### config.mk
export PLATFORM = sky130hd
export DESIGN_NAME = banzai_chip_arbiter
export DESIGN_NICKNAME = d
export VERILOG_FILES = /design/src/rtl/banzai_chip_arbiter.sv
export SDC_FILE = /design/constraint.sdc
export NUM_CORES = 1
export LEC_CHECK = 0
export ABC_AREA = 1
export CORE_ASPECT_RATIO = 0.6
export CORE_MARGIN = 1
export CORE_UTILIZATION = 41
export DETAILED_ROUTE_END_ITERATION = 6
export MAX_ROUTING_LAYER = met4
export PLACE_DENSITY = 0.81
export SLEW_MARGIN = 30
export SYNTH_ARGS = -nofsm -noshare
export SYNTH_HDL_FRONTEND = slang
export SYNTH_SLANG_ARGS = --single-unit
### constraint.sdc
create_clock -name clk -period 1.9 [get_ports clk]
set_input_delay 0.19 -clock clk [delete_from_list [all_inputs] [get_ports clk]]
set_output_delay 0.19 -clock clk [all_outputs]
set_load 0.02 [all_outputs]
### src/rtl/banzai_chip_arbiter.sv
// Round-robin arbiter sharing the chip command port between the power sequencer (0)
// and the host controller (1); one command in flight, completion under a timeout.
module banzai_chip_arbiter #(
  parameter int ADDR_W  = 8,
  parameter int DATA_W  = 32,
  parameter int TIMEOUT = 1024
) (
  input  logic                clk,
  input  logic                rst_n,
  input  logic [1:0]          req_valid,
  output logic [1:0]          req_ready,
  input  logic [3:0]          req_op,
  input  logic [2*ADDR_W-1:0] req_addr,
  input  logic [2*DATA_W-1:0] req_wdata,
  output logic [1:0]          rsp_valid,
  input  logic [1:0]          rsp_ready,
  output logic [DATA_W-1:0]   rsp_rdata,
  output logic                rsp_err,
  output logic                chip_cmd_valid,
  input  logic                chip_cmd_ready,
  output logic [1:0]          chip_cmd_op,
  output logic [ADDR_W-1:0]   chip_cmd_addr,
  output logic [DATA_W-1:0]   chip_cmd_wdata,
  input  logic                chip_done,
  input  logic [DATA_W-1:0]   chip_rdata,
  output logic                busy,
  output logic                grant_id
);

  localparam int CNT_W = $clog2(TIMEOUT + 1);
  localparam logic [CNT_W-1:0] CNT_LAST = CNT_W'(TIMEOUT - 1);
  localparam logic [1:0] OP_RSVD = 2'd3;

  typedef enum logic [1:0] {IDLE, ISSUE, WAIT, RESP} state_t;

  state_t              state, state_nxt;
  logic                last_grant;
  logic                sel;
  logic                accept;
  logic                timeout;
  logic                rsp_hs;
  logic [1:0]          op_sel;
  logic [ADDR_W-1:0]   addr_sel;
  logic [DATA_W-1:0]   wdata_sel;
  logic [CNT_W-1:0]    cnt;

  // On a tie the requester that was not served last wins.
  assign sel       = req_valid[1] & (~req_valid[0] | ~last_grant);
  assign op_sel    = sel ? req_op[3:2] : req_op[1:0];
  assign addr_sel  = sel ? req_addr[2*ADDR_W-1:ADDR_W] : req_addr[ADDR_W-1:0];
  assign wdata_sel = sel ? req_wdata[2*DATA_W-1:DATA_W] : req_wdata[DATA_W-1:0];

  always_ff @(posedge clk or negedge rst_n) begin
    if (!rst_n) state <= IDLE;
    else        state <= state_nxt;
  end

  always_comb begin
    state_nxt      = state;
    req_ready      = 2'b00;
    rsp_valid      = 2'b00;
    chip_cmd_valid = 1'b0;
    accept         = 1'b0;
    timeout        = 1'b0;
    rsp_hs         = 1'b0;
    busy           = (state != IDLE);
    unique case (state)
      IDLE: begin
        if (req_valid != 2'b00) begin
          accept    = 1'b1;
          req_ready = sel ? 2'b10 : 2'b01;
          state_nxt = (op_sel == OP_RSVD) ? RESP : ISSUE;
        end
      end
      ISSUE: begin
        chip_cmd_valid = 1'b1;
        if (cnt == CNT_LAST) begin
          timeout   = 1'b1;
          state_nxt = RESP;
        end else if (chip_cmd_ready) begin
          state_nxt = WAIT;
        end
      end
      WAIT: begin
        // A completion landing on the final counted cycle still counts as success.
        if (chip_done) begin
          state_nxt = RESP;
        end else if (cnt == CNT_LAST) begin
          timeout   = 1'b1;
          state_nxt = RESP;
        end
      end
      RESP: begin
        rsp_valid = grant_id ? 2'b10 : 2'b01;
        if (rsp_ready[grant_id]) begin
          rsp_hs    = 1'b1;
          state_nxt = IDLE;
        end
      end
      default: state_nxt = IDLE;
    endcase
  end

  always_ff @(posedge clk or negedge rst_n) begin
    if (!rst_n) begin
      last_grant     <= 1'b1;
      grant_id       <= 1'b0;
      cnt            <= '0;
      chip_cmd_op    <= '0;
      chip_cmd_addr  <= '0;
      chip_cmd_wdata <= '0;
      rsp_rdata      <= '0;
      rsp_err        <= 1'b0;
    end else begin
      if (accept) begin
        grant_id       <= sel;
        chip_cmd_op    <= op_sel;
        chip_cmd_addr  <= addr_sel;
        chip_cmd_wdata <= wdata_sel;
        cnt            <= '0;
        if (op_sel == OP_RSVD) begin
          rsp_err   <= 1'b1;
          rsp_rdata <= '0;
        end
      end
      // Counter leaves ISSUE/WAIT no later than TIMEOUT, so it cannot wrap.
      if (state == ISSUE || state == WAIT) cnt <= cnt + 1'b1;
      if (timeout) begin
        rsp_err   <= 1'b1;
        rsp_rdata <= '0;
      end else if (state == WAIT && chip_done) begin
        rsp_err   <= 1'b0;
        rsp_rdata <= chip_rdata;
      end
      if (rsp_hs) last_grant <= grant_id;
    end
  end

endmodule

After elaboration in Yosys (flattened, before gate mapping)

Index checks and enable logic that the tools add are counted.

Word-level logic and storage cells: 70
Register bits after elaboration: 90
Input bits: 124
Output and inout bits: 82

Bitwise logic cells: 4
$add $sub $neg: 1
Reduce and logical (&&, ||, !) cells: 10
$lt $le $gt $ge: 1
Muxes and demuxes: 36
Eq/ne operators: 9

Operators with widths:

| operator                                            | number |
|---|---|
| 2-to-1 mux 32 bit                                   | 5 |
| 2-to-1 mux 2 bit                                    | 13 |
| 2-to-1 mux 11 bit                                   | 2 |
| 2-to-1 mux 1 bit                                    | 13 |
| adder 11 x 1 -> 11 bit (second input constant)      | 1 |
| == test 11 x 10 -> 1 bit (second input constant)    | 1 |
| 2-to-1 mux 8 bit                                    | 1 |
| one-hot mux 2 bit (4 select lines)                  | 1 |
| == test 2 bit (second input constant)               | 3 |
| != test 3 bit (second input constant)               | 2 |
| nonzero test 2 bit                                  | 3 |
| nonzero test 3 bit                                  | 2 |
| != test 2 bit (second input constant)               | 2 |
| AND reduction 4 bit                                 | 1 |
| == test 2 x 1 -> 1 bit (second input constant)      | 1 |
| logical NOT 2 bit                                   | 1 |
| < comparator 1 x 2 -> 1 bit (second input constant) | 1 |
| NOT 1 bit                                           | 2 |
| one-hot mux 1 bit (2 select lines)                  | 1 |
| AND reduction 2 bit                                 | 1 |
| AND 1 bit                                           | 1 |
| logical AND 1 bit                                   | 1 |
| logical OR 1 bit                                    | 1 |
| bitwise OR 1 bit                                    | 1 |

Logic depth before layout (Yosys ltp)

Gate-level depths: netlist of the first run.

Depth in word-level cells: 9
Mapped depth: 11
Mapped depth without buffers: 11

Least setup slack after synthesis of the first run

No wires, ideal clock.

Path type: flip-flop to flip-flop
From: register state[0]
To: register rsp_err
Data arrival time: 1.487 ns
Buffers on the path: 2
Required time: 1.781 ns
Period minus slack after synthesis: 1.606 ns
Setup time: 0.119 ns
Stages on the path, launching flop included: 10
Setup slack: 0.294 ns
Cells stage by stage: dfrtp_1 inv_1 ha_1 inv_2 nor2_4 buf_4 nand4_4 buf_4 nand3_1 nand2_1

Cells in the longest elaborated chain, start to end: 4
Elaborated cells on any way between the ends: 11
Classes of those cells: 2 x eq/ne; 4 x mux; 5 x reduce/logical

RTL lines:

| element                                                                         | RTL line | source |
|---|---|---|
| start, declared                                                                 | 36       | `state_t state, state_nxt;` |
| start signal, assigned                                                          | 55       | `else state <= state_nxt;` |
| == test 2 bit, or another cell as far along                                     | 67, 131  |  |
| one-hot mux 1 bit (2 select lines), or another cell as far along                | 67       | `unique case (state)` |
| nonzero test 3 bit (no source line) / 2-to-1 mux 1 bit (equally long branches)  | n/a      |  |
| AND reduction 2 bit (no source line) / 2-to-1 mux 1 bit (equally long branches) | n/a      |  |
| end signal, assigned                                                            | 122      | `rsp_err <= 1'b1;` |
| end signal, assigned                                                            | 129      | `rsp_err <= 1'b1;` |
| end signal, assigned                                                            | 132      | `rsp_err <= 1'b0;` |
| end, declared                                                                   | 18       | `output logic rsp_err,` |

Parallel ways exist; a longest one is shown, timed or not.
A chain may end at the register's enable or synchronous reset.

Worst setup path in the final report of the first run

From: register state[0]
To: output port chip_cmd_valid

Cells in the longest elaborated chain, start to end: 2

RTL lines:

| element                | RTL line | source |
|---|---|---|
| == test 2 x 1 -> 1 bit | 67       |  |
| 2-to-1 mux 1 bit       | 67       |  |
| end, declared          | 19       | `output logic chip_cmd_valid,` |

No other way between the ends.

==> impl_metrics.tcl, run 1 <==
set metrics [dict create \
    wl_per_cell_um 15.55 \
    clk_latency_ns 0.34 \
    setup_tns_ns 0 \
    report.final.hold_viol_count 0 \
    ir_worst_vdd_uv 791.6 \
    final_layout_size_suffix_gt1_share_pct 9.103 \
    clock_sink_count 90 \
    slowest_stage "clkdlybuf4s50_1" \
    yosys_warnings 0 \
    postSynth.asyncResetShare_pct 100.0 \
    crit_buf_inv 2 \
    post-route-period-util_pct 95.16 \
    cp.required_ns 1.71 \
    post-cts-setup-buffers 0 \
    start_util_pct 42.83 \
    tritoncts "built" \
    routed_wl_mm 13.37 \
    dieArea_um2 10860 \
    die_y_um 81.11 \
    cts_buffers 9 \
    vias 4400 \
    cp.arrival_ns 1.62 \
    worstMarginPinSlew_ns 0.3960 \
    yosysSeqAreaShare_pct 52.69 \
    critPathTopFamily "buffers and inverters" \
    power.leakage_uw 0.003180 \
    h-tree-depth 3 \
    synth_nets 640 \
    drt_pass1_iterations 5 \
    rsz0062_at_grt "no" \
    grt_pass1_wl_mm 20.97 \
    port_buffers 205 \
    clock.fmax_mhz 553.1 \
    cts_root_buf "clkbuf_16" \
    drt-vias-per-instance 5.116 \
    num-nets-final 849 \
    fp.coreArea_um2 9985 \
    slew_headroom_pct 73.60 \
    synth_cells 511 \
    gp_congestion 0.8725 \
    finish.utilization_pct 68.48 \
    setup_viol 0 \
    synth_area_per_cell_um2 8.369 \
    synth_edf_count 0 \
    path_cells "buf_4 -> ha_1 -> clkdlybuf4s50_1" \
    power_density_nw_per_um2 1526 \
    initialDrtViolationCount 239 \
    die_x_um 133.9 \
    antenna_found_initial 0 \
    path_clk_slew_ns 0.07 \
    synthFlopType "dfrtp_1" \
    maxCapViolCount 0 \
    clockBufferDepth 2 \
    fin_worst_skew_ns 0.009572 \
    holdWs_ns 0.3178 \
    drv_slew 0 \
    num_antenna_cells 0 \
    row_count 28 \
    area_growth_pct 59.89 \
    gr-total-overflow 0 \
    synth-seq-cells 90 \
    grt_start_max_net_pins 34 \
    crit_type "reg2out" \
    layout_min_cycle_time_ns 1.808 \
    crit_path_max_fanout 4 \
    grt_pass1_vias 4247 \
    endpoint_kind "output port" \
    syn_area_um2 4277 \
    ant_nets 0 \
    ios 206 \
    grt_usage_pct 25.95 \
    critPathLaunchType "register" \
    status "finished, final reports clean" \
    worst_path_largest_cell_delay_ns 0.55 \
    min_path_type "in2async" \
    place_hpwl_mm 9.986 \
    drc_errors 0 \
    place_ws_ns -0.04750 \
    fin_ws_ns 0.09188 \
    synth.distinct_cells 27 \
]
metrics by stage:
step | cell area, um2 | instances | power (uW)
after global placement | 6497 | 843 | 8391
after global routing | 6838 | 860 | 11110
after detailed placement | 6497 | 843 | 8597
after floorplan | 4277 | 511 | 6007
after CTS | 6817 | 860 | 10460
final | 6838 | 860 | 10440
metal layers:
metal / wire, um / vias up / GRT usage [%]
li1: - / 2079 / -
met1: 5680 / 2112 / 32.04
met2: 6413 / 191 / 42.49
met3: 1094 / 18 / 7.303
met4: 184 / 0 / 6.250
met5: 0 / - / -
path summary, 6_finish.rpt:
path | from | slack (ns) | to | cells past startpoint
worst min-delay path | rst_n | 0.32 | rsp_rdata[31] | 2
worst max-delay path | state[0] | 0.09 | chip_cmd_valid | 3
min in group clk | chip_rdata[28] | 0.41 | rsp_rdata[28] | 3
max in group asynchronous | rst_n | 0.90 | chip_cmd_wdata[1] | 3
worst max register to register | last_grant | 0.13 | rsp_rdata[12] | 9
worst min register to register | chip_cmd_op[1] | 0.48 | chip_cmd_op[1] | 2
registers in the layout, summed over array words and instances (netlist names):
signal	count
chip_cmd_addr	8
chip_cmd_op	2
chip_cmd_wdata	32
cnt	11
grant_id	1
last_grant	1
rsp_err	1
rsp_rdata	32
state	2
cells by family (layout without fill, tap and decap cells):
logic type / after synthesis / after routing / share of synthesized area (%)
compound gates: 53 / 53 / 6.378
fa+ha+maj: 5 / 5 / 1.463
buf+inv: 57 / 271 / 6.700
flops: 90 / 90 / 52.69
mux: 1 / 1 / 0.2341
simple gates: 305 / 305 / 32.53
power breakdown:
group          switching, uW  internal, uW  leakage [uW]  total, uW
logic                   2970          2390       0.00189       5350
clock network            753          1100      0.000156       1850
registers                490          2740       0.00113       3230
what timing repair did:
item / 4_1_cts / 5_1_grt
hold buffers: 1 / 0
gates resized for setup: 4 / 8
hold endpoints to repair: 27 / 0
setup endpoints to repair: 4 / 41
final cells by class:
type	instances	area (um2)
tap	135	168.9
clock inverter	5	61.31
multi-input combinational	364	1748
inverter	31	118.9
sequential	90	2253
clock buffer	11	252.7
timing repair buffer	224	2235
fill	778	3147
placed cells by master (no fill, tap or decap), types with 2 or more instances in the layout:
| master | instances |
|---|---|
| a21oi_1 | 2 |
| buf_12 | 3 |
| buf_4 | 15 |
| clkbuf_16 | 9 |
| clkbuf_8 | 2 |
| clkdlybuf4s50_1 | 199 |
| clkinv_4 | 2 |
| dfrtp_1 | 89 |
| dlygate4sd2_1 | 3 |
| ha_1 | 4 |
| inv_1 | 24 |
| inv_2 | 6 |
| nand2_1 | 168 |
| nand2_2 | 3 |
| nand3_1 | 88 |
| nand3_2 | 10 |
| nand4_1 | 3 |
| nor2_1 | 24 |
| nor2_2 | 3 |
| nor2_4 | 4 |
| o21ai_0 | 37 |
| o21ai_1 | 11 |
synthesized netlist by cell type (2+ instances only):
master	number	share of area (%)
a21oi_1	2	0.23
buf_2	7	0.82
buf_4	5	0.88
buf_6	6	1.6
clkbuf_1	7	0.61
dfrtp_1	89	52
ha_1	5	1.5
inv_1	24	2.1
inv_2	7	0.61
nand2_1	168	15
nand2_2	3	0.44
nand3_1	88	10
nand3_2	10	2.3
nand4_1	3	0.44
nor2_1	25	2.2
nor2_2	2	0.29
nor2_4	4	1.1
o21ai_0	37	4.3
o21ai_1	11	1.3
No activity file was read; power rests on OpenSTA's default activity.
==> run 2: changes to the inputs <==
==> constraint.sdc (replaced) <==
create_clock -name clk -period 1.8 [get_ports clk]
set_input_delay 0.18 -clock clk [delete_from_list [all_inputs] [get_ports clk]]
set_output_delay 0.18 -clock clk [all_outputs]
set_load 0.02 [all_outputs]
==> run 2 against run 1 <==
Net effect:
- clock skew fell by 0.0015 ns
- utilization is 0.34 points higher
- critical endpoint is now rsp_valid[0]
- sequential power increased by 5%
- first-iteration DRC count down 5.0%
- total power rose by 5.8%
- worst setup slack worse by 0.011 ns
- non-clock buffer count rose by 5
- critical path depth up 2
- die area unchanged
- via count decreased by 0.89%
- clock power rose by 5%
- largest cell class is now buffers
==> impl_metrics.tcl, run 2 (synthesis results as in run 1) <==
set metrics [dict create \
    gp_congestion 0.8796 \
    fin_worst_skew_ns 0.008039 \
    power_density_nw_per_um2 1607 \
    crit_buf_inv 3 \
    final_common_cell "clkdlybuf4s50_1" \
    multi_input_area_um2 1748 \
    area_growth_pct 60.68 \
    layout_min_cycle_time_ns 1.719 \
    num_antenna_cells 0 \
    start_util_pct 42.83 \
    report.final.hold_viol_count 0 \
    setup_viol 0 \
    critical_path_depth 5 \
    vias 4361 \
    drc_errors 0 \
    worstMarginPinSlew_ns 0.5731 \
    nFillCells 799 \
    path_clk_slew_ns 0.06 \
    slew_headroom_pct 61.80 \
    ant_nets 0 \
    initialDrtViolationCount 227 \
    clk_latency_ns 0.34 \
    holdWs_ns 0.3621 \
    post-route-period-util_pct 95.50 \
    mostFrequentLayoutCells "clkdlybuf4s50_1, nand2_1, dfrtp_1" \
    cp.required_ns 1.62 \
    die_y_um 81.11 \
    grt_pass1_wl_mm 20.91 \
    grt_start_max_net_pins 44 \
    slowest_stage "dfrtp_1" \
    final_layout_size_suffix_gt1_share_pct 9.863 \
    final-seq-area_um2 2253 \
    place_ws_ns -0.05449 \
    maxCapViolCount 0 \
    grt_usage_pct 25.95 \
    h-tree-depth 3 \
    clockBufferDepth 2 \
    gr-total-overflow 0 \
    dieArea_um2 10860 \
    num-nets-final 854 \
    drv_slew 0 \
    cts_buffers 9 \
    clock.fmax_mhz 581.8 \
    min_path_type "in2async" \
    wl_per_cell_um 15.47 \
    worstRegToRegCells 9 \
    place_hpwl_mm 9.907 \
    clock_sink_count 90 \
    routed_wl_mm 13.38 \
    critPathTopFamily "buffers and inverters" \
    row_count 28 \
    ir_worst_vdd_uv 795.0 \
    crit_path_max_fanout 4 \
    grt_pass1_vias 4153 \
    crit_type "reg2out" \
    drt-vias-per-instance 5.042 \
    endpoint_kind "output port" \
    cts_root_buf "clkbuf_16" \
    critPathLaunchType "register" \
    status "finished, final reports clean" \
    port_buffers 205 \
    fin_ws_ns 0.08106 \
    drt_pass1_iterations 6 \
    power.leakage_uw 0.003192 \
    die_x_um 133.9 \
    antenna_found_initial 0 \
    rsz0062_at_grt "no" \
    fin_area_um2 6872 \
    cp.arrival_ns 1.54 \
    reg_top3 "chip_cmd_wdata (32), rsp_rdata (32), cnt (11)" \
    ios 206 \
    fp.coreArea_um2 9985 \
    place_area_um2 6525 \
    worst_path_largest_cell_delay_ns 0.38 \
    path_cells "buf_4 -> ha_1 -> inv_1 -> nor2_1 -> clkdlybuf4s15_1" \
    tritoncts "built" \
]
==> run 2: cell types whose count changed in the layout (fill, tap and decap cells not counted), moves of 2 or more <==
cell	before	now
clkinv_4	2	0
buf_4	15	19
clkbuf_2	0	2
clkbuf_1	0	2
==> run 2: final timing paths <==
path	start	end	slack, ns
min in group clk	chip_rdata[21]	rsp_rdata[21]	0.40
min	rst_n	rsp_rdata[24]	0.36
max in group asynchronous	rst_n	chip_cmd_wdata[8]	0.75
min reg2reg	chip_cmd_wdata[27]	chip_cmd_wdata[27]	0.48
max reg2reg	cnt[1]	rsp_rdata[28]	0.13
max	state[0]	rsp_valid[0]	0.08
==> run 2: layout make-up <==
| class | instances | area share [%] |
|---|---|---|
| clock buffers | 13 | 3.787 |
| clock inverters | 3 | 0.6737 |
| inverters | 31 | 1.730 |
| multi-input cells | 364 | 25.44 |
| flip-flops and latches | 90 | 32.79 |
| well taps | 135 | 2.458 |
| repair buffers | 229 | 33.12 |
==> run 2: where the power goes <==
part | leakage [uW] | internal, uW | switching [uW]
combinational | 0.00191 | 2580 | 3130
clock | 0.000146 | 1160 | 780
sequential | 0.00113 | 2890 | 498
==> run 2: metrics by stage <==
step / TNS [ns] / util [%] / instances / power [uW]
floorplan: 0 / - / 511 / 6341
global placement: -0.04520 / 65.35 / 845 / 8934
detailed placement: -0.1517 / 65.35 / 845 / 9106
CTS: 0 / 68.47 / 862 / 11050
global route: 0 / 68.82 / 865 / 11760
finish: 0 / 68.82 / 865 / 11040
==> run 2: what timing repair did <==
item / 4_1_cts / 5_1_grt
gates resized for setup: 8 / 11
hold endpoints to repair: 37 / 0
setup buffers: 0 / 3
endpoints found under the setup margin: 6 / 43
pin swaps: 0 / 2
hold buffers: 1 / 0
==> run 2: layer usage <==
| layer | global-route usage [%] | share of wire (%) | up-vias |
|---|---|---|---|
| met1 | 31.70 | 42 | 2041 |
| met4 | 7.500 | 1.8 | 0 |
| met3 | 7.990 | 9.7 | 21 |
| met5 | - | 0 | - |
| met2 | 41.81 | 47 | 204 |
| li1 | - | - | 2095 |
==> run 3: changes to the inputs <==
--- a/config.mk
+++ b/config.mk
@@ -10,8 +10,10 @@
 export CORE_MARGIN = 1
 export CORE_UTILIZATION = 41
 export DETAILED_ROUTE_END_ITERATION = 6
+export GPL_TIMING_DRIVEN = 0
 export MAX_ROUTING_LAYER = met4
 export PLACE_DENSITY = 0.81
+export SETUP_SLACK_MARGIN = 0.15
 export SLEW_MARGIN = 30
 export SYNTH_ARGS = -nofsm -noshare
 export SYNTH_HDL_FRONTEND = slang
==> run 3 against run 2 <==
Net effect:
- clock power is 2% higher
- critical endpoint is now req_ready[0]
- combinational power grew 5.3%
- worst setup slack got worse by 0.026 ns
- critical path type unchanged
- hold slack worse by 0.10 ns
==> impl_metrics.tcl, run 3 (synthesis results as in run 1) <==
set metrics [dict create \
    cp.arrival_ns 1.57 \
    status "finished, final reports clean" \
    clock_sink_count 90 \
    ant_nets 0 \
    drv_slew 0 \
    cts_buffers 9 \
    r2r_slack_ns 0.06 \
    wl_met1_mm 5.788 \
    met2_length_mm 6.774 \
    mostFrequentLayoutCells "clkdlybuf4s50_1, nand2_1, dfrtp_1" \
    drt-vias-per-instance 5.119 \
    min_path_type "in2async" \
    grt_pass1_wl_mm 21.53 \
    slew_headroom_pct 74.03 \
    routed_wl_mm 14.12 \
    num_antenna_cells 0 \
    area_growth_pct 67.00 \
    fin_worst_skew_ns 0.006014 \
    r2r-end "rsp_rdata[11]" \
    crit_buf_inv 5 \
    dp.cells 852 \
    grt_usage_pct 26.66 \
    initialDrtViolationCount 303 \
    die_x_um 133.9 \
    multi_input_area_um2 1810 \
    maxCapViolCount 0 \
    dieArea_um2 10860 \
    clockBufferDepth 2 \
    power.leakage_uw 0.003344 \
    crit_path_max_fanout 8 \
    top_layer_used "met4" \
    path_clk_slew_ns 0.06 \
    fin_ws_ns 0.05488 \
    setup_tns_ns 0 \
    r2r-start "cnt[0]" \
    nFillCells 753 \
    cp.required_ns 1.62 \
    reg_top3 "chip_cmd_wdata (32), rsp_rdata (32), cnt (11)" \
    crit_type "reg2out" \
    report.final.hold_viol_count 0 \
    cts_root_buf "clkbuf_16" \
    ios 206 \
    fin_cells 888 \
    h-tree-depth 3 \
    start_util_pct 42.83 \
    rsz0062_at_grt "yes" \
    die_y_um 81.11 \
    worstMarginPinSlew_ns 0.3895 \
    place_hpwl_mm 10.27 \
    drc_errors 0 \
    worst_path_largest_cell_delay_ns 0.40 \
    worstRegToRegCells 10 \
    ir_worst_vdd_uv 786.3 \
    fin_area_um2 7142 \
    place_ws_ns -0.5232 \
    final-seq-area_um2 2253 \
    grt_start_max_net_pins 70 \
    port_buffers 205 \
    drt_pass1_iterations 5 \
    endpoint_kind "output port" \
    antenna_found_initial 0 \
    critPathTopFamily "buffers and inverters" \
    clk_latency_ns 0.34 \
    wl_met3_mm 1.333 \
    gr-total-overflow 0 \
    post-route-period-util_pct 96.95 \
    grt_pass1_vias 4305 \
    setup_viol 0 \
    wl_per_cell_um 15.90 \
    fp.coreArea_um2 9985 \
    place_area_um2 6526 \
    power_density_nw_per_um2 1598 \
    final_common_cell "clkdlybuf4s50_1" \
    tritoncts "built" \
    vias 4546 \
    num-nets-final 879 \
    critPathLaunchType "register" \
    row_count 28 \
    gp_congestion 0.8957 \
    slowest_stage "dfrtp_1" \
    clock.fmax_mhz 573.0 \
    layout_min_cycle_time_ns 1.745 \
    final_layout_size_suffix_gt1_share_pct 14.34 \
    path_cells "inv_2 -> ha_4 -> inv_4 -> nor2_4 -> nand2_2 -> inv_2 -> buf_6 -> buf_6" \
]
-- run 3: changes by cell type in the layout (fill, tap and decap cells not counted), sizes merged --
cell,change
buf,+20
bufbuf,+1
bufinv,+1
clkbuf,+4
clkdlybuf4s15,-1
clkinv,+1
clkinvlp,-1
dlygate4sd2,-1
inv,-1
-- run 3: power by group --
part | internal (uW) | switching (uW) | total [uW] | leakage, uW
registers | 2900 | 526 | 3420 | 0.00113
clock network | 1240 | 746 | 1980 | 0.000151
logic | 2740 | 3270 | 6010 | 0.00206
total | 6870 | 4540 | 11400 | 0.00334
-- run 3: area by class of cell --
cell class / count / share of cell area [%]
Multi-Input combinational cell: 364 / 25.35
Clock buffer: 11 / 3.399
Timing Repair Buffer: 228 / 31.64
Sequential cell: 90 / 31.55
Clock inverter: 3 / 0.9110
Buffer: 26 / 3.013
Tap cell: 135 / 2.365
Inverter: 31 / 1.769
-- run 3: routing by layer --
layer  vias to the layer above  track usage, %
met4                         0           7.727
met5                         -               -
met2                       223           43.32
met3                        22           7.678
li1                       2143               -
met1                      2158           32.60
-- run 3: timing repair --
item,in CTS,in global routing
buffers inserted,8,12
hold endpoints to repair,21,0
cloned,1,0
pin swaps,3,9
endpoints found under the setup margin,84,78
resized for setup,38,34
hold buffers,1,0
-- run 3: how the worst max path moves through the flow --
| stage | start | end | slack (ns) | depth (start not counted) |
|---|---|---|---|---|
| 3_5_place_dp | req_valid[0] | req_ready[0] | -0.52 | 8 |
| 3_3_place_gp | rst_n | chip_cmd_wdata[7] | -2.77 | 1 |
| 6_report | state[1] | req_ready[0] | 0.05 | 8 |
| 4_1_cts | state[1] | req_ready[0] | -0.03 | 8 |
| 5_1_grt | cnt[0] | rsp_rdata[0] | -0.05 | 10 |
| 2_1_floorplan | state[0] | rsp_err | 0.19 | 9 |
-- run 3: per-stage QoR --
stage | hold slack [ns] | utilization, % | total power (uW)
after floorplan | -0.1156 | - | 6341
after detailed placement | 0.04871 | 65.36 | 9022
final | 0.2574 | 71.53 | 11410
after CTS | 0.2485 | 69.84 | 11220
after global routing | 0.2583 | 71.53 | 12110
after global placement | 0.4692 | 65.08 | 8822
